**src/rtl/prog_loader.sv**
```systemverilog
// Boot-time program loader: unpacks a framed byte stream (length, data, checksum)
// into instruction-memory words and holds the CPU in reset until the image checks out.
module prog_loader #(
  parameter int ADDR_W = 8
) (
  input  logic              clk,
  input  logic              rst,
  input  logic              in_valid,
  input  logic [7:0]        in_data,
  output logic              in_ready,
  output logic              imem_we,
  output logic [ADDR_W-1:0] imem_addr,
  output logic [31:0]       imem_wd,
  output logic              cpu_rst,
  output logic              done,
  output logic              err
);

  typedef enum logic [2:0] {
    S_LEN  = 3'd0,
    S_DATA = 3'd1,
    S_CSUM = 3'd2,
    S_RUN  = 3'd3,
    S_ERR  = 3'd4
  } state_t;

  // Kept 33 bits wide so the capacity compare stays exact against a full 32-bit length.
  localparam logic [32:0] DEPTH = 33'd1 << ADDR_W;

  state_t          state;
  logic [1:0]      byte_cnt;
  logic [ADDR_W:0] word_idx;
  logic [31:0]     n_words;
  logic [31:0]     asm_word;
  logic [7:0]      csum;

  logic        accept;
  logic [31:0] len_next;
  logic [31:0] word_next;

  // Valid/ready: a byte moves on a rising edge where in_valid && in_ready; in_valid
  // may drop at any time and only stalls the loader, which never accepts while rst is high.
  assign in_ready  = !rst && (state == S_LEN || state == S_DATA || state == S_CSUM);
  assign accept    = in_valid && in_ready;
  assign len_next  = {in_data, n_words[31:8]};
  assign word_next = {in_data, asm_word[31:8]};

  always_ff @(posedge clk) begin
    if (rst) begin
      state     <= S_LEN;
      byte_cnt  <= 2'd0;
      word_idx  <= '0;
      n_words   <= 32'd0;
      asm_word  <= 32'd0;
      csum      <= 8'd0;
      imem_we   <= 1'b0;
      imem_addr <= '0;
      imem_wd   <= 32'd0;
      cpu_rst   <= 1'b1;
      done      <= 1'b0;
      err       <= 1'b0;
    end else begin
      imem_we <= 1'b0;
      case (state)
        S_LEN: begin
          if (accept) begin
            n_words  <= len_next;
            byte_cnt <= byte_cnt + 2'd1;
            if (byte_cnt == 2'd3) begin
              if ({1'b0, len_next} > DEPTH) begin
                state <= S_ERR;
                err   <= 1'b1;
              end else if (len_next == 32'd0) begin
                state <= S_CSUM;
              end else begin
                state    <= S_DATA;
                word_idx <= '0;
              end
            end
          end
        end
        S_DATA: begin
          if (accept) begin
            asm_word <= word_next;
            csum     <= csum + in_data;
            byte_cnt <= byte_cnt + 2'd1;
            if (byte_cnt == 2'd3) begin
              imem_we   <= 1'b1;
              imem_addr <= word_idx[ADDR_W-1:0];
              imem_wd   <= word_next;
              word_idx  <= word_idx + 1'b1;
              if (32'(word_idx) + 32'd1 == n_words) begin
                state <= S_CSUM;
              end
            end
          end
        end
        S_CSUM: begin
          if (accept) begin
            if (in_data == csum) begin
              state   <= S_RUN;
              done    <= 1'b1;
              cpu_rst <= 1'b0;
            end else begin
              state <= S_ERR;
              err   <= 1'b1;
            end
          end
        end
        S_RUN: begin
          state <= S_RUN;
        end
        S_ERR: begin
          state <= S_ERR;
        end
        default: begin
          state <= S_ERR;
          err   <= 1'b1;
        end
      endcase
    end
  end

endmodule

```
**config.mk**
```make
export PLATFORM = sky130hd
export DESIGN_NAME = prog_loader
export DESIGN_NICKNAME = d
export VERILOG_FILES = /design/src/rtl/prog_loader.sv
export SDC_FILE = /design/constraint.sdc
export NUM_CORES = 1
export LEC_CHECK = 0
export ABC_AREA = 1
export BUFFER_PORTS_ARGS = -buffer_cell sky130_fd_sc_hd__buf_2
export CELL_PAD_IN_SITES_DETAIL_PLACEMENT = 0
export CELL_PAD_IN_SITES_GLOBAL_PLACEMENT = 1
export CORE_MARGIN = 10
export CORE_UTILIZATION = 48
export CTS_BUF_LIST = sky130_fd_sc_hd__clkbuf_4 sky130_fd_sc_hd__clkbuf_8
export DETAILED_ROUTE_END_ITERATION = 10
export PLACE_DENSITY_LB_ADDON = 0.1
export SETUP_SLACK_MARGIN = 0.05
export SLEW_MARGIN = 15
export SYNTH_ARGS = -nofsm -noshare
export SYNTH_HDL_FRONTEND = slang
export SYNTH_SLANG_ARGS = --single-unit
```
**constraint.sdc**
```tcl
create_clock -name clk -period 2.8 [get_ports clk]
set_clock_uncertainty 0.15 [all_clocks]
set_input_delay 0.14 -clock clk [delete_from_list [all_inputs] [get_ports clk]]
set_output_delay 0.14 -clock clk [all_outputs]
set_load 0.005 [all_outputs]
```
-- Word level (Yosys, flattened, before mapping)
Cells that the tools add are included.
- flip-flop bits (word level): 130
- bits of input ports: 11
- output and inout bits: 45
- add/sub/neg operators: 4
- $lt $le $gt $ge: 1
- equal/unequal tests: 17
- muxes and demuxes: 24
- bitwise operators: 3
- reduce and logical (&&, ||, !) cells: 19
- operator list (operator ; count):
    9-bit two-way mux ; 6
    10-bit by 32-bit == test with 1-bit output ; 1
    32-bit by 9-bit > comparator with 1-bit output, second input constant ; 1
    32-bit zero test ; 1
    3-bit two-way mux ; 8
    9-bit one-hot mux with 2 select lines ; 1
    2-bit inequality test, second input constant ; 6
    3-bit one-hot mux with 4 select lines ; 1
    6-bit AND reduction ; 2
    9-bit by 1-bit adder with 10-bit output, second input constant ; 1
    9-bit by 1-bit adder with 9-bit output, second input constant ; 1
    8-bit adder ; 1
    8-bit == test ; 1
    2-bit by 1-bit inequality test with 1-bit output, second input constant ; 4
    7-bit AND reduction ; 1
    3-bit by 2-bit == test with 1-bit output, second input constant ; 2
    1-bit two-way mux ; 6
    2-bit AND reduction ; 3
    3-bit AND reduction ; 2
    3-bit OR reduction ; 2
    3-bit by 1-bit == test with 1-bit output, second input constant ; 1
    3-bit == test, second input constant ; 1
    3-bit zero test ; 1
    1-bit inverter ; 3
    other kinds (9) ; 11

-- Depth between registers and ports, before layout
- depth in word-level cells: 7
- mapped depth: 15
- mapped depth without buffers: 15

-- Least setup slack after synthesis
Ideal clock, no wire load.
- path type: reg-to-reg
- start: reg csum[0]
- end: reg csum[6]
- setup time: 0.117 ns
- data arrival time: 1.588 ns
- slack: 0.944 ns
- stages on the path, launching flop included: 12
- path buffers: 0
- clock period less this slack: 1.856 ns
- cells stage by stage: dfxtp_1 > ha_1 > inv_1 > fa_1 > o21ai_0 > nand2_1 > nand2_1 > a21oi_1 > nand2_1 > nand2_1 > o221ai_1 > inv_1
- cells in the longest elaborated chain, start to end: 1
- ends and longest elaborated chain (item ; line ; text):
    start, declared ; 35 ; logic [7:0] csum;
    start signal, assigned ; 85 ; csum <= csum + in_data;
    8-bit adder ; 85 ;
No other way between the ends.
A chain may end at the register's enable or synchronous reset.

-- Final worst setup path
- start: reg state[0]
- end: reg imem_wd[7]
- cells in the longest elaborated chain, start to end: 6
- elaborated cells between the ends (all ways): 8
- classes of those cells: 2 x eq/ne; 6 x reduce/logical
- ends and longest elaborated chain (item ; line ; text):
    start, declared ; 30 ; state_t state;
    start signal, assigned ; 50 ; state <= S_LEN;
    start signal, assigned ; 71 ; state <= S_ERR;
    start signal, assigned ; 74 ; state <= S_CSUM;
    3-bit by 1-bit == test with 1-bit output / 3-bit zero test (equally long branches) ; 43, 64 ;
    1-bit logical OR (2 in a row) ; 43 ; assign in_ready = !rst && (state == S_LEN || state == S_DATA || state == S_CSUM);
    1-bit logical AND ; 43 ;
    1-bit logical AND ; 44 ; assign accept = in_valid && in_ready;
    3-bit AND reduction (no source line) * ; - ;
    end signal, assigned ; 90 ; imem_wd <= word_next;
    end, declared ; 13 ; output logic [31:0] imem_wd,
Every way passes the cells marked *; elsewhere a longest branch is shown, timed or not.

==> reports/summary.txt <==
Fmax = 437 MHz
Critical Path End Type = flip-flop
Initial antenna violation count = 0
DRC violations left = 0
Final hold vios = 0
Core Box Area = 10900 um^2
Sequential area share after synthesis = 45.5%
Most frequent cell after synthesis = dfxtp_1
Hold Crit Class = in -> reg
Worst Setup SP = state[0]$_SDFFE_PP0P_
Pwr dens = 623 nW/um^2
Worst-Margin Slew = 0.572 ns
Number of global-route vias before repair = 4449
Internal = 0.00299 W
DP HPWL = 9.55 mm
ANT cells = 0
Synthesized flop and latch total = 122
Syn nets = 730
First-pass GRT wire length = 22.5 mm
Post-synth ARST share = 0%
Peak supply drop = 389 uV
CTS root buf = clkbuf_8
Clk_lat worst skew = 0.45 ns
Clock buffer depth = 2
Arrival @ worst endpoint = 2.51 ns
Worst-path fanout max = 46
Die X = 126 um
Share of the synthesized area in the top cell type = 45.5%
Vias = 4728
Crit path time final = 2.29 ns
Largest net degree at the start of global routing = 55
Yosys cell types = 35
Drt pass-1 iters = 5
# rows = 38
CTS Sinks = 122
Post-Synthesis Cells = 709
Slew HR = 61.8%
Hold Buf Count CTS = 8
Setup Viol. Count Final = 0
Main synth FF type = dfxtp_1
Setup bufs post-CTS = 0
Avg Synthesized Cell Area = 7.57 um^2
Port bufs = 55
H-tree Lvls = 4
NumNets Final = 784
Post-synth EDFFs = 0
Worst Setup Start Kind = flip-flop
TritonCTS clock tree = done
GPL Wtd Cong = 0.847
Sw Share = 23.6%
Max-Cap Viols = 0
Post-route ant nets = 0
Setup TNS = 0 ns
Worst hold start = in_valid
Outcome = finished clean
Overall Global Routing Usage = 17.2%
Worst r2r src = state[0]$_SDFFE_PP0P_
Remaining Overflow, GRT = 0
Data required time of the critical path = 3.02 ns
Ys Warns = 0
Final Max Slew Viols = 0
TritonCTS Buffers = 17
Final worst slack = 0.512 ns
Mapped cell area = 5370 um^2
Area leader, netlist = dfxtp_1
Leak = 2.71 nW
CP Class = reg -> reg
Synth area leaders = dfxtp_1 (46%), a21oi_1 (8.3%), nand2_1 (7.6%)
WL/cell = 15.1 um
Tcrit/Tclk final = 81.7%
Flop pwr share = 45.6%
1st-iter DRT viols = 402
Die ar. = 15800 um^2
Synth-to-Final Area Change = 16.9%
Post-place setup slack = 0.519 ns
Comb pwr share = 5.6%
Vias per cell = 5.16
RSZ-0062 raised after global routing = no
WL final = 13.8 mm
Die Ht = 126 um
Post-cts gate resize count = 0
P_sw = 0.000920 W
Most frequent cells after synthesis = dfxtp_1 (122), nand2_1 (109), nor2_1 (98)
Starting Density = 49.3%
Worst hold slack = 0.0882 ns
Share of layout cells above drive strength 1 = 16.4%
Clock transition at the registers of the reported paths = 0.07 ns
Clock power share = 48.8%
I/O Pins = 56
## flip-flops by register name (all words and copies together), names as in the netlist
name / count
imem_wd: 32
word_idx: 9
imem_we: 1
state: 3
err: 1
byte_cnt: 2
asm_word: 24
n_words: 32
imem_addr: 8
csum: 8
cpu_rst: 1
done: 1
## worst max-delay path, cell delays in order, from the launching register on
cell and delay [ns]:
dfxtp_1 0.37, nor2_2 0.14, nand2_1 0.12, a21oi_4 0.16, nand2_2 0.11, nor2_4 0.12
inv_2 0.15, nor2_8 0.36, buf_12 0.28, o21ai_0 0.11, a21oi_1 0.13
## metrics by stage
step                      total power [W]  area (um^2)  instances  utilization [%]
after floorplan                   0.00196         5370        709                -
after global placement            0.00203         5710        876             52.4
after detailed placement          0.00203         5710        876             52.4
after CTS                         0.00393         6270        916             57.6
after global routing              0.00405         6270        916             57.6
final                             0.00391         6270        916             57.6
## path summary, 6_finish.rpt
check,slack [ns],depth (start not counted),to
max,0.51,10,imem_wd[7]$_SDFFE_PP0P_
max reg2reg,0.51,10,imem_wd[7]$_SDFFE_PP0P_
min,0.09,5,err$_SDFFE_PP0P_
min reg2reg,0.30,2,imem_wd[6]$_SDFFE_PP0P_
## power groups by stage
stage          clock, W  sequential [W]  combinational [W]
6_report        0.00191         0.00178           0.000221
5_1_grt         0.00202         0.00178           0.000249
4_1_cts         0.00193         0.00178           0.000221
3_5_place_dp          0         0.00182           0.000212
3_3_place_gp          0         0.00182           0.000210
2_1_floorplan         0         0.00181           0.000148
## layer usage
layer	track usage [%]	vias to the layer above	wire [um]
met5	0	-	0
met3	5.83	11	674
met1	22.9	2181	6850
met4	5.49	0	151
li1	-	2435	-
met2	25.5	101	6110
## kinds of logic (layout without fill, tap and decap cells)
family / after synthesis / after routing / synth area share (%)
flops: 122 / 122 / 45.5
fa+ha+maj: 10 / 10 / 2.47
buf+inv: 113 / 180 / 9.07
compound gates: 190 / 190 / 20.6
xor+xnor: 6 / 6 / 0.979
simple gates: 268 / 268 / 21.3
## area by class of cell
class / instances / area (um^2)
inverter: 76 / 288
multi-input combinational: 474 / 2440
timing repair buffer: 72 / 448
sequential: 122 / 2440
clock inverter: 15 / 246
fill: 1023 / 4620
tap: 140 / 175
clock buffer: 17 / 234
## placed cells by master, fill, tap and decap left out, types with 5 or more instances in the layout
master,n
nand2_1,109
clkbuf_8,17
bufinv_16,6
a211oi_2,17
nand4_1,8
a21oi_1,89
o21ai_1,15
ha_1,9
inv_1,72
buf_2,55
nor2_1,98
dlygate4sd3_1,8
o21ai_0,62
dfxtp_1,122
xor2_1,5
buf_4,7
nand3_1,39
Note: power is estimated with default switching activity, not from simulation.
